<file path="config.mk">
export PLATFORM = sky130hd
export DESIGN_NAME = uart_tx_fifo
export DESIGN_NICKNAME = d
export VERILOG_FILES = /design/src/rtl/uart_pkg.sv /design/src/rtl/byte_fifo.sv /design/src/rtl/uart_tx_fifo.sv
export SDC_FILE = /design/constraint.sdc
export NUM_CORES = 1
export LEC_CHECK = 0
export ABC_AREA = 1
export CAP_MARGIN = 0
export CORE_MARGIN = 4
export CORE_UTILIZATION = 45
export CTS_BUF_LIST = sky130_fd_sc_hd__clkbuf_4
export DETAILED_ROUTE_END_ITERATION = 8
export PLACE_DENSITY = 0.72
export SYNTH_ARGS = -nofsm -noshare
export SYNTH_HDL_FRONTEND = slang
export SYNTH_HIERARCHICAL = 1
export SYNTH_SLANG_ARGS = --single-unit
</file>
<file path="constraint.sdc">
create_clock -name clk -period 7.3 [get_ports clk]
set_input_delay 1.46 -clock clk [delete_from_list [all_inputs] [get_ports clk]]
set_output_delay 1.46 -clock clk [all_outputs]
set_load 0.02 [all_outputs]
</file>
<file path="src/rtl/uart_pkg.sv">
// uart_pkg: shared UART constants, byte width and transmit scheduler state encoding.
package uart_pkg;
  localparam int SYSCLOCK = 27_000_000;
  localparam int BAUDRATE = 115_200;
  localparam int BYTE_W = 8;
  typedef enum logic [1:0] {
    S_IDLE    = 2'd0,
    S_ARM     = 2'd1,
    S_WAIT_HI = 2'd2,
    S_WAIT_LO = 2'd3
  } state_t;
endpackage

</file>
<file path="src/rtl/byte_fifo.sv">
// byte_fifo: DEPTH x 8 register FIFO with exact registered count/full/empty and overflow pulse.
module byte_fifo
  import uart_pkg::*;
#(
  parameter int DEPTH  = 16,
  parameter int ADDR_W = 4
) (
  input  logic              clk,
  input  logic              rst,
  input  logic              wr_en,
  input  logic [BYTE_W-1:0] wr_data,
  input  logic              rd_en,
  output logic [BYTE_W-1:0] rd_data,
  output logic              full,
  output logic              empty,
  output logic [ADDR_W:0]   count,
  output logic              overflow
);
  logic [BYTE_W-1:0] r_mem [DEPTH];
  logic [ADDR_W-1:0] r_wr_ptr, r_rd_ptr;
  logic [ADDR_W:0]   r_count, w_count_nxt;
  logic              r_full, r_empty, r_overflow;
  logic              w_rd, w_wr;
  assign w_rd = rd_en && !r_empty;
  // a full FIFO still accepts a write when the same cycle frees a slot
  assign w_wr = wr_en && (!r_full || w_rd);
  assign w_count_nxt = r_count + (ADDR_W+1)'(w_wr) - (ADDR_W+1)'(w_rd);
  assign rd_data = r_mem[r_rd_ptr];
  assign full = r_full;
  assign empty = r_empty;
  assign count = r_count;
  assign overflow = r_overflow;
  always_ff @(posedge clk)
    if (w_wr) r_mem[r_wr_ptr] <= wr_data;
  always_ff @(posedge clk) begin
    if (rst) begin
      r_wr_ptr   <= '0;
      r_rd_ptr   <= '0;
      r_count    <= '0;
      r_full     <= 1'b0;
      r_empty    <= 1'b1;
      r_overflow <= 1'b0;
    end else begin
      r_wr_ptr   <= w_wr ? r_wr_ptr + 1'b1 : r_wr_ptr;
      r_rd_ptr   <= w_rd ? r_rd_ptr + 1'b1 : r_rd_ptr;
      r_count    <= w_count_nxt;
      r_full     <= w_count_nxt == (ADDR_W+1)'(DEPTH);
      r_empty    <= w_count_nxt == '0;
      r_overflow <= wr_en && !w_wr;
    end
  end
endmodule

</file>
<file path="src/rtl/uart_tx_fifo.sv">
// uart_tx_fifo: buffers bytes and issues one send_trig per byte only while uart_tx is idle.
module uart_tx_fifo
  import uart_pkg::*;
#(
  parameter int DEPTH       = 16,
  parameter int ADDR_W      = 4,
  parameter int ACK_TIMEOUT = 4
) (
  input  logic              clk,
  input  logic              rst,
  input  logic              wr_en,
  input  logic [BYTE_W-1:0] wr_data,
  input  logic              tx_bsy,
  output logic              send_trig,
  output logic [BYTE_W-1:0] send_data,
  output logic              full,
  output logic              empty,
  output logic [ADDR_W:0]   count,
  output logic              overflow,
  output logic              ack_err
);
  localparam int TW = $clog2(ACK_TIMEOUT + 1);
  state_t            r_state;
  logic [TW-1:0]     r_tmo;
  logic              r_send_trig, r_ack_err;
  logic [BYTE_W-1:0] r_send_data, w_rd_data;
  logic              w_pop, w_empty;
  assign w_pop = (r_state == S_IDLE) && !w_empty && !tx_bsy;
  assign empty = w_empty;
  assign send_trig = r_send_trig;
  assign send_data = r_send_data;
  assign ack_err = r_ack_err;
  byte_fifo #(.DEPTH(DEPTH), .ADDR_W(ADDR_W)) u_fifo (
    .clk      (clk),
    .rst      (rst),
    .wr_en    (wr_en),
    .wr_data  (wr_data),
    .rd_en    (w_pop),
    .rd_data  (w_rd_data),
    .full     (full),
    .empty    (w_empty),
    .count    (count),
    .overflow (overflow)
  );
  always_ff @(posedge clk) begin
    if (rst) begin
      r_state     <= S_IDLE;
      r_tmo       <= '0;
      r_send_trig <= 1'b0;
      r_send_data <= '0;
      r_ack_err   <= 1'b0;
    end else begin
      r_ack_err <= 1'b0;
      case (r_state)
        S_IDLE: if (w_pop) begin
          r_send_data <= w_rd_data;
          r_send_trig <= 1'b1;
          r_state     <= S_ARM;
        end
        S_ARM: begin
          r_send_trig <= 1'b0;
          r_tmo       <= '0;
          r_state     <= S_WAIT_HI;
        end
        // a byte whose busy acknowledge never arrives is dropped, not retried
        S_WAIT_HI: if (tx_bsy) r_state <= S_WAIT_LO;
          else if (r_tmo == TW'(ACK_TIMEOUT - 1)) begin
            r_ack_err <= 1'b1;
            r_state   <= S_IDLE;
          end else r_tmo <= r_tmo + TW'(1);
        S_WAIT_LO: if (!tx_bsy) r_state <= S_IDLE;
        default: r_state <= S_IDLE;
      endcase
    end
  end
endmodule
</file>
==> summary.txt <==
Synth
  – Top post-synthesis cells by area: edfxtp_1, nand2_1, dfxtp_1, nand3_1, inv_1
  – Yosys warns: 6
  – Mean Syn Cell Area: around 9.7 um^2
  – Fraction of registers with async set/reset: 0
  – Most common cell in the netlist: nand2_1
  – Yosys cell types: 26
  – Commonest cells in the netlist: nand2_1, edfxtp_1, inv_1
  – Seq/Total Area, Yosys: 0.639
  – Syn Nets: between 700 and 800
  – EDFF count, synth: roughly 130
  – Synth area leader: edfxtp_1
  – Flops & latches, synth: around 160
  – Synthesized cell area: around 7100 um^2
  – Synth top area share: 0.540
  – Mapped Cells: 730
  – Most used flip-flop cell after synthesis: edfxtp_1

Clock network
  – CTS root buf: clkbuf_4
  – CTS Buf Count: 17
  – Clock Latency Late Sink: 0.52 ns
  – H-tree levels: 4
  – CTS tree: built
  – Clock Sinks: 163
  – # Post-CTS Setup Buffers: 0
  – Post-CTS Resized: 0
  – Hold-fix buffers at CTS: 0
  – Clock-pin slew on the worst setup and hold paths: 0.13 ns
  – Maximum root-to-sink buffer count: 2

Floorplanning
  – Initial Util: 0.463
  – Core area: approximately 15000 um^2
  – # IOs: 30
  – Die height: 134 um
  – Die area: roughly 18000 um^2
  – Die width: between 100 and 150 um
  – Row Count: 45

Worst setup path
  – R2r startpoint: r_state[0]$_SDFFE_PP0P_
  – Reg2reg path depth: 15
  – CP arrival: ~4.3 ns
  – Required time worst endpoint: just under 8 ns
  – Worst setup EP type: register
  – Worst setup path category: in -> reg
  – R2R Setup Slk: 4.44 ns
  – CP max FO: 11
  – Startpoint types: input port
  – Reg-to-Reg End: u_fifo/empty$_SDFF_PP1_

Placed design
  – Cell count after placement: ~950
  – Gp weighted congestion: about 0.92
  – Port Buf Inserts: 29
  – Post-DP HPWL: approximately 9.6 mm

Power
  – Leak Pwr: ~0.0032 uW
  – VDD IR max: ~0.00023 V
  – Pwr Density: about 280 nW/um^2
  – Total chip power: approximately 2200 uW

Worst hold path
  – Hold depth: 2
  – Hold/Removal Path Class: reg -> reg
  – Min-delay src: send_trig$_SDFFE_PP0P_
  – Hold EP: send_trig$_SDFFE_PP0P_

Global routing
  – Vias in the first global route: approximately 4700
  – All-Layer GR Usage: 0.175
  – Antenna violations before repair: 1
  – First-pass GRT wire length: between 20 and 25 mm
  – Largest net degree at the start of global routing: 66
  – Overflow left after global routing: 0
  – Busiest grt layer: met2
  – M3 GR Usage: 0.0336
  – Met1 usage: 0.213
  – GRT met2 Usage: 0.300

STA
  – Total Neg Setup Slack: 0 ns
  – Fin crit share: 0.531
  – Least-Margin Pin Slew: 1.09 ns
  – Fmax: about 0.26 GHz
  – Fin crit period: about 3.9 ns
  – WHS: ~0.48 ns
  – RSZ-0062 raised after global routing: false
  – Clk_skew: 0.0251 ns
  – Slew headroom: 0.276
  – Final setup violation count: 0
  – Hold Violations, Final: 0
  – Slew Limit Fails: 0

Outcome
  – Outcome: finished, final reports clean

Final layout
  – Fin nets: 778
  – Share of layout cells above drive strength 1: 0.0640
  – Filler cell count: 1379
  – Area Overhead vs Synth: 9.53%
  – Final Core Density: 0.507
  – Cell Count, Final, Fillers Out: 978

Detailed routing
  – Routed WL: between 15 and 20 mm
  – DR vias/cell: about 5
  – Routed wire per std cell: approximately 16 um
  – DRT Pass-1 Iters: 7
  – Drt drc: 0
  – ANT nets after route: 0
  – Total number of vias: a little under 5000
  – Initial drt markers: roughly 470

Run
  – MaxCap Viol Count: 0
==> flip-flops by register name, summed over array words and instances (netlist names), named ones only <==
register	cells
ack_err	1
r_state	2
r_tmo	3
send_data	8
send_trig	1
u_fifo/count	5
u_fifo/empty	1
u_fifo/full	1
u_fifo/overflow	1
u_fifo/r_mem	128
u_fifo/r_rd_ptr	4
u_fifo/r_wr_ptr	4
==> critical path, stage by stage <==
cell and delay, ns:
clkdlybuf4s50_1 0.46, nor2_1 0.15, nand2_2 0.19, inv_2 0.19
nand2_1 0.15, nand2_1 0.11, nand2_1 0.14, ha_1 0.30
inv_1 0.05, ha_1 0.15, inv_1 0.05, fa_1 0.51
nand2_1 0.06, nor2_1 0.18, nand3_1 0.10, nand2_1 0.07
==> cells in the final DEF (no fill, tap or decap), types with 2 or more instances in the layout <==
cell	Yosys	final
edfxtp_1	128	128
clkinv_2	0	3
dfxtp_1	35	34
nand2_2	2	2
clkinv_1	0	2
clkinvlp_4	0	2
o21ai_2	7	7
inv_2	3	3
clkdlybuf4s50_1	0	29
clkbuf_4	0	21
a21oi_1	11	11
o21ai_0	3	3
bufinv_16	0	3
buf_4	3	2
nand2_1	206	206
nor2_1	49	49
nor2_2	3	3
inv_1	125	125
nand3_1	108	108
ha_1	12	12
nor3_1	2	2
nand3b_1	2	2
==> report_power, final <==
group	internal, uW	total (uW)	leakage (uW)	switching [uW]
sequential	1070	1100	0.00144	36.5
combinational	191	562	0.00165	371
clock	249	534	0.000158	285
==> area by class of cell <==
type,count,area [um^2],share of cell area
Clock buffer,21,158,0.0202
Multi-Input combinational cell,412,1900,0.244
Timing Repair Buffer,31,305,0.0392
Antenna cell,1,2.50,0.000321
Inverter,128,480,0.0617
Sequential cell,163,4550,0.583
Clock inverter,11,136,0.0175
Tap cell,211,264,0.0339
==> how the worst max path moves through the flow <==
stage	from	endpoint	slack, ns	cells after the start
floorplan	tx_bsy	u_fifo/empty$_SDFF_PP1_	3.81	16
global placement	tx_bsy	u_fifo/empty$_SDFF_PP1_	2.96	17
detailed placement	tx_bsy	u_fifo/empty$_SDFF_PP1_	2.91	17
CTS	tx_bsy	u_fifo/empty$_SDFF_PP1_	3.48	17
global route	tx_bsy	u_fifo/empty$_SDFF_PP1_	3.23	17
finish	tx_bsy	u_fifo/empty$_SDFF_PP1_	3.42	16
==> layer usage <==
layer	vias up	share of wire
li1	2385	-
met1	2317	0.40
met2	162	0.50
met3	31	0.060
met4	0	0.031
met5	-	0
==> per-stage QoR <==
step | area [um^2] | setup slack (ns)
6_report | 7790 | 3.42
5_1_grt | 7790 | 3.23
4_1_cts | 7790 | 3.48
3_5_place_dp | 7490 | 2.91
3_3_place_gp | 7490 | 2.96
2_1_floorplan | 7110 | 3.81
==> logic make-up (layout without fill, tap and decap cells) <==
family / count (synthesis) / after routing / synth area share
other: 0 / 1 / 0
buffers and inverters: 155 / 191 / 0.0941
adders and majority gates: 13 / 13 / 0.0239
and+or+nand+nor: 374 / 374 / 0.220
xor gates and xnor gates: 2 / 2 / 0.00246
AOI/OAI and AO/OA: 23 / 23 / 0.0204
DFF: 163 / 163 / 0.639
Power figures use the tool's default switching activity.
